--- src/rtl/pipelined_adder_pkg.sv ---
// pipelined_adder_pkg
//   Shared types and constant helpers for the pipelined add/subtract unit.
//   - seg_width()  : bits handled by each pipeline segment
//   - signed_max() : 2^(w-1)-1 as a wide vector (truncate at the use site)
//   - signed_min() : -2^(w-1) as a wide vector (truncate at the use site)
//   - stage_ctrl_t : per-stage control bits carried alongside the data
package pipelined_adder_pkg;

    localparam int PA_MAX_WIDTH = 1024;

    typedef struct packed {
        logic valid;
        logic carry;
        logic ovf;
    } stage_ctrl_t;

    function automatic int seg_width(input int w, input int s);
        return w / s;
    endfunction

    function automatic logic [PA_MAX_WIDTH-1:0] signed_max(input int w);
        return (PA_MAX_WIDTH'(1) << (w - 1)) - PA_MAX_WIDTH'(1);
    endfunction

    function automatic logic [PA_MAX_WIDTH-1:0] signed_min(input int w);
        return PA_MAX_WIDTH'(1) << (w - 1);
    endfunction

endpackage

--- src/rtl/pipelined_adder_segment.sv ---
// adder_segment
//   Combinational SEG-bit adder slice; one instance per pipeline stage.
//   Ports:
//     i_a, i_b  SEG-bit operand slices
//     i_cin     carry into the slice
//     o_sum     SEG-bit sum slice
//     o_cout    carry out of the slice MSB
module adder_segment #(
    parameter int SEG = 4
) (
    input  logic [SEG-1:0] i_a,
    input  logic [SEG-1:0] i_b,
    input  logic           i_cin,
    output logic [SEG-1:0] o_sum,
    output logic           o_cout
);

    assign {o_cout, o_sum} = {1'b0, i_a} + {1'b0, i_b} + {{SEG{1'b0}}, i_cin};

endmodule

--- src/rtl/pipelined_adder.sv ---
// pipelined_adder
//   WIDTH-bit add/subtract unit with the carry chain split into STAGES
//   registered segments. Latency is STAGES cycles, one result per cycle.
//   Optional build macro PIPELINED_ADDER_SATURATE_EN clamps S on signed
//   overflow (cout and ovf still report the raw result).
//   Ports:
//     Clk, Reset          clock, asynchronous active-high reset
//     in_valid/in_ready   operand handshake (A, B, cin, sub)
//     out_valid/out_ready result handshake (S, cout, ovf)
//     sub = 0: A+B+cin ; sub = 1: A-B (cin ignored)
module pipelined_adder
    import pipelined_adder_pkg::*;
#(
    parameter int WIDTH  = 16,
    parameter int STAGES = 4
) (
    input  logic             Clk,
    input  logic             Reset,
    input  logic             in_valid,
    output logic             in_ready,
    input  logic [WIDTH-1:0] A,
    input  logic [WIDTH-1:0] B,
    input  logic             cin,
    input  logic             sub,
    output logic             out_valid,
    input  logic             out_ready,
    output logic [WIDTH-1:0] S,
    output logic             cout,
    output logic             ovf
);

    localparam int SEG  = seg_width(WIDTH, STAGES);
    localparam int LAST = STAGES - 1;
    localparam int MSB  = WIDTH - 1;

`ifdef PIPELINED_ADDER_SATURATE_EN
    localparam logic [WIDTH-1:0] SMAX = WIDTH'(signed_max(WIDTH));
    localparam logic [WIDTH-1:0] SMIN = WIDTH'(signed_min(WIDTH));
`endif

    // Full-width a/b travel with each beat: the upper slices are the skew
    // path for segments not yet added, the finished lower slices of s are
    // the deskew path towards the output.
    typedef struct packed {
        stage_ctrl_t      ctrl;
        logic [WIDTH-1:0] s;
        logic [WIDTH-1:0] a;
        logic [WIDTH-1:0] b;
    } stage_t;

    stage_t           r_stage   [STAGES];
    stage_t           w_cur     [STAGES];
    stage_t           w_nxt     [STAGES];
    logic [SEG-1:0]   w_seg_sum [STAGES];
    logic [STAGES-1:0] w_seg_cout;
    logic             w_adv;
    logic             w_ovf;

    assign w_adv = !r_stage[LAST].ctrl.valid || out_ready;

    always_comb begin
        w_cur[0]            = '0;
        w_cur[0].ctrl.valid = in_valid;
        w_cur[0].ctrl.carry = sub | cin;
        w_cur[0].a          = A;
        w_cur[0].b          = sub ? ~B : B;
        for (int k = 1; k < STAGES; k++) begin
            w_cur[k] = r_stage[k-1];
        end
    end

    for (genvar k = 0; k < STAGES; k++) begin : g_seg
        adder_segment #(.SEG(SEG)) u_seg (
            .i_a    (w_cur[k].a[k*SEG +: SEG]),
            .i_b    (w_cur[k].b[k*SEG +: SEG]),
            .i_cin  (w_cur[k].ctrl.carry),
            .o_sum  (w_seg_sum[k]),
            .o_cout (w_seg_cout[k])
        );
    end

    // Operand signs agree but the result sign differs.
    assign w_ovf = (w_cur[LAST].a[MSB] == w_cur[LAST].b[MSB])
                && (w_seg_sum[LAST][SEG-1] != w_cur[LAST].a[MSB]);

    always_comb begin
        for (int k = 0; k < STAGES; k++) begin
            w_nxt[k]                 = w_cur[k];
            w_nxt[k].s[k*SEG +: SEG] = w_seg_sum[k];
            w_nxt[k].ctrl.carry      = w_seg_cout[k];
        end
        w_nxt[LAST].ctrl.ovf = w_ovf;
`ifdef PIPELINED_ADDER_SATURATE_EN
        if (w_ovf) begin
            // A negative operand sign means the true result went below min.
            w_nxt[LAST].s = w_cur[LAST].a[MSB] ? SMIN : SMAX;
        end
`endif
    end

    always_ff @(posedge Clk or posedge Reset) begin
        if (Reset) begin
            for (int k = 0; k < STAGES; k++) begin
                r_stage[k] <= '0;
            end
        end else if (w_adv) begin
            for (int k = 0; k < STAGES; k++) begin
                r_stage[k] <= w_nxt[k];
            end
        end
    end

    assign in_ready  = w_adv;
    assign out_valid = r_stage[LAST].ctrl.valid;
    assign S         = r_stage[LAST].s;
    assign cout      = r_stage[LAST].ctrl.carry;
    assign ovf       = r_stage[LAST].ctrl.ovf;

endmodule

--- config.mk ---
export PLATFORM = sky130hd
export DESIGN_NAME = pipelined_adder
export DESIGN_NICKNAME = d
export VERILOG_FILES = /design/src/rtl/pipelined_adder_pkg.sv /design/src/rtl/pipelined_adder_segment.sv /design/src/rtl/pipelined_adder.sv
export SDC_FILE = /design/constraint.sdc
export NUM_CORES = 1
export LEC_CHECK = 0
export CAP_MARGIN = 15
export CORE_ASPECT_RATIO = 1.2
export CORE_MARGIN = 2
export CORE_UTILIZATION = 55
export CTS_CLUSTER_DIAMETER = 60
export DETAILED_ROUTE_END_ITERATION = 10
export PLACE_DENSITY = 0.8
export REMOVE_ABC_BUFFERS = 1
export SYNTH_ARGS = -nofsm -noshare
export SYNTH_HDL_FRONTEND = slang
export SYNTH_SLANG_ARGS = --single-unit
--- constraint.sdc ---
create_clock -name Clk -period 4.1 [get_ports Clk]
set_input_delay 0.82 -clock Clk [delete_from_list [all_inputs] [get_ports Clk]]
set_output_delay 0.82 -clock Clk [all_outputs]
set_load 0.02 [all_outputs]
==> results.md <==
* Count leader, synth: nand2_1
* Status: complete, no violations
* Die Area at 8850 um^2
* Max layer used: met4
* Cell area after synthesis at 4460 um^2
* Avg Cell Area, Syn at ~9.2 um^2
* Worst-margin pin slew at approximately 0.94 ns
* CP endpoint kind: output port
* Register area share after synthesis at between 50% and 60%
* Largest net degree at the start of global routing at roughly 100
* Setup violations, final at 0
* Critical Path RT at between 3 and 4 ns
* Critical Path Start Type: primary input
* RSZ-0062 raised after global routing: false
* Critical path class: in -> out
* Slew Limit Headroom at about 37%
* Total grt overflow at 0
* CTS tree: built
* HP Class: reg -> reg
* ANT nets after route at 0
* DR iter-0 viols at 185
* Core ar. at 7790 um^2
* DR WL/cell at approximately 12 um
* Pwr dens at roughly 710 nW/um^2
* Vias in the first global route at 2,963
* Part of the cycle the worst path needs at around 70%
* Synthesis Warnings at 0
* Layout cell share with drive strength beyond 1 at approximately 4.4%
* Worst Path Max Fanout at 2
* Layout Skew at 0.0103 ns
* Vias per cell at approximately 5
* Synth Instances at a little under 500
* Clk sinks at 97
* DRC violations left at 0
* Max_cap viols at 0
* PortBufs at 57
* Post-Layout Cell Count at slightly above 600
* Routed Wire Length at between 7000 and 8000 um
* Die width at about 86 um
* Post-CTS Resized at 0
* Nets at between 500 and 600
* Initial Utilization at roughly 57%
* Synth area leaders: dfrtp_1, nand2_1, fa_1
* Post-CTS Setup Inserts at 0
* # hold bufs at CTS at 0
* Initial antenna violation count at 0
* Hpwl dp at 4850 um
* Synth top area share at a little over half
* N_diodes at 0
* Worst-case clock buffer depth at 2
* Dominant cell type by area after synthesis: dfrtp_1
* Most frequent cells after synthesis: nand2_1, dfrtp_1, o21ai_0, buf_4, inv_1
* Vias at ~3,000
* Peak VDD IR at ~0.0003 V
* Global-route wire length before repair at between 10,000 and 15,000 um
* Ys flop type: dfrtp_1
* Pre-antenna DRT Iters at 4
* Fin. Hold Viols at 0
* CTS clk-pin slew, worst paths at approximately 0.090 ns
* Yosys reg bits at a little under 100
* Synth unique cells at 28
* Final min period at between 2 and 3 ns
* GRT Util Overall at a little under a fifth
* Placed insts at ~600
* CTS buffer count at 9
* DR WL met2 at roughly 3700 um
* Area of the multi-input gates at about 1700 um^2
* Placer Congestion at 0.778
* Clk_lat worst skew at 0.35 ns
* LEAKAGE at 2.54 nW
* Post-synth EDFFs at 0
* FMAX at 352 MHz
* Filler cell count at between 600 and 700
* Ys async rst share at 100%
* # IOs at 58
* Row count at 35
* Register area at around 2400 um^2
* Pins Over Slew Limit at 0
* Chip Height at between 100 and 150 um
* Synthesis-to-layout area growth at 15.0%
* H-tree levels at 3
* Fin Setup TNS at 0 ns
* Wire length on met1 at about 3300 um
* CTS Root Buffer Type: clkbuf_8
* Met3 wire length at about 210 um
* Arrival time at the worst endpoint at 2.02 ns
## report_power, final
| part | internal [mW] | switching (mW) | total [mW] | leakage [nW] |
|---|---|---|---|---|
| logic | 0.625 | 0.789 | 1.41 | 1.29 |
| registers | 1.38 | 0.231 | 1.61 | 1.17 |
| clock network | 0.278 | 0.316 | 0.593 | 0.0844 |
| total | 2.28 | 1.34 | 3.62 | 2.54 |
## worst max-delay path, stage by stage
cell             delay, ns
clkdlybuf4s50_1       0.50
nor2b_4               0.06
inv_2                 0.05
clkdlybuf4s50_1       0.59
## cells in the final DEF (no fill, tap or decap), types with 2 or more instances in the layout
cell type and count:
a211oi_1 2, a21boi_0 2, a21o_1 3, a21oi_1 14, buf_4 5, clkbuf_8 9, clkdlybuf4s50_1 57, clkinvlp_4 3
dfrtp_1 97, fa_1 8, ha_1 12, inv_1 15, mux2i_1 3, nand2_1 214, nand3_1 4, nor2_1 12
nor2b_1 6, o2111ai_1 3, o21ai_0 20, or4_1 3, xnor2_1 12, xor2_1 7
## cells by family (layout without fill, tap and decap cells)
| kind of cell | count (synthesis) | after routing | share of synthesized area [%] |
|---|---|---|---|
| buffers and inverters | 56 | 94 | 6.85 |
| DFF | 97 | 97 | 54.4 |
| muxes | 3 | 3 | 0.673 |
| AOI/OAI and AO/OA | 46 | 46 | 5.95 |
| and+or+nand+nor | 242 | 242 | 21.4 |
| adders and majority gates | 20 | 20 | 6.96 |
| xor gates and xnor gates | 19 | 19 | 3.73 |
## final timing paths
kind                       slack [ns]                        to  depth (start not counted)                     start
hold / removal                   0.47  r_stage[101]$_DFFE_PP0P_                          2  r_stage[101]$_DFFE_PP0P_
setup reg to reg                 2.18  r_stage[100]$_DFFE_PP0P_                          5  r_stage[151]$_DFFE_PP0P_
hold reg to reg                  0.47  r_stage[101]$_DFFE_PP0P_                          2  r_stage[101]$_DFFE_PP0P_
min in group asynchronous        0.95         S[13]$_DFFE_PP0P_                          2                     Reset
max in group asynchronous        2.39  r_stage[162]$_DFFE_PP0P_                          3                     Reset
setup / recovery                 1.26                  in_ready                          4                 out_ready
## stage by stage
stage | power (mW) | hold WS, ns | setup WS (ns) | util (%) | area, um^2
floorplan | 2.58 | 0.430 | 0.538 | - | 4220
global placement | 2.99 | 0.441 | 1.12 | 63.4 | 4940
detailed placement | 3.06 | 0.447 | 1.06 | 63.4 | 4940
CTS | 3.66 | 0.468 | 1.25 | 65.8 | 5130
global route | 3.95 | 0.495 | 1.22 | 65.8 | 5130
finish | 3.62 | 0.467 | 1.26 | 65.8 | 5130
## final cells by class
cell class | instances | share of cell area (%)
clock buffers | 10 | 2.49
clock inverters | 5 | 1.12
inverters | 17 | 1.29
multi-input cells | 330 | 33.7
flip-flops and latches | 97 | 47.3
well taps | 92 | 2.24
repair buffers | 62 | 11.9
## flip-flops by register name, summed over array words and instances, names as in the netlist
register,cells
out_valid,1
ovf,1
S,16
r_stage,78
cout,1
## per-layer routing
layer  vias up  track usage (%)
met5         -                0
met4         0             5.53
met3        10             3.52
met2        42             32.5
met1      1458             23.0
li1       1563                -
Note: power is estimated with default switching activity, not from simulation.
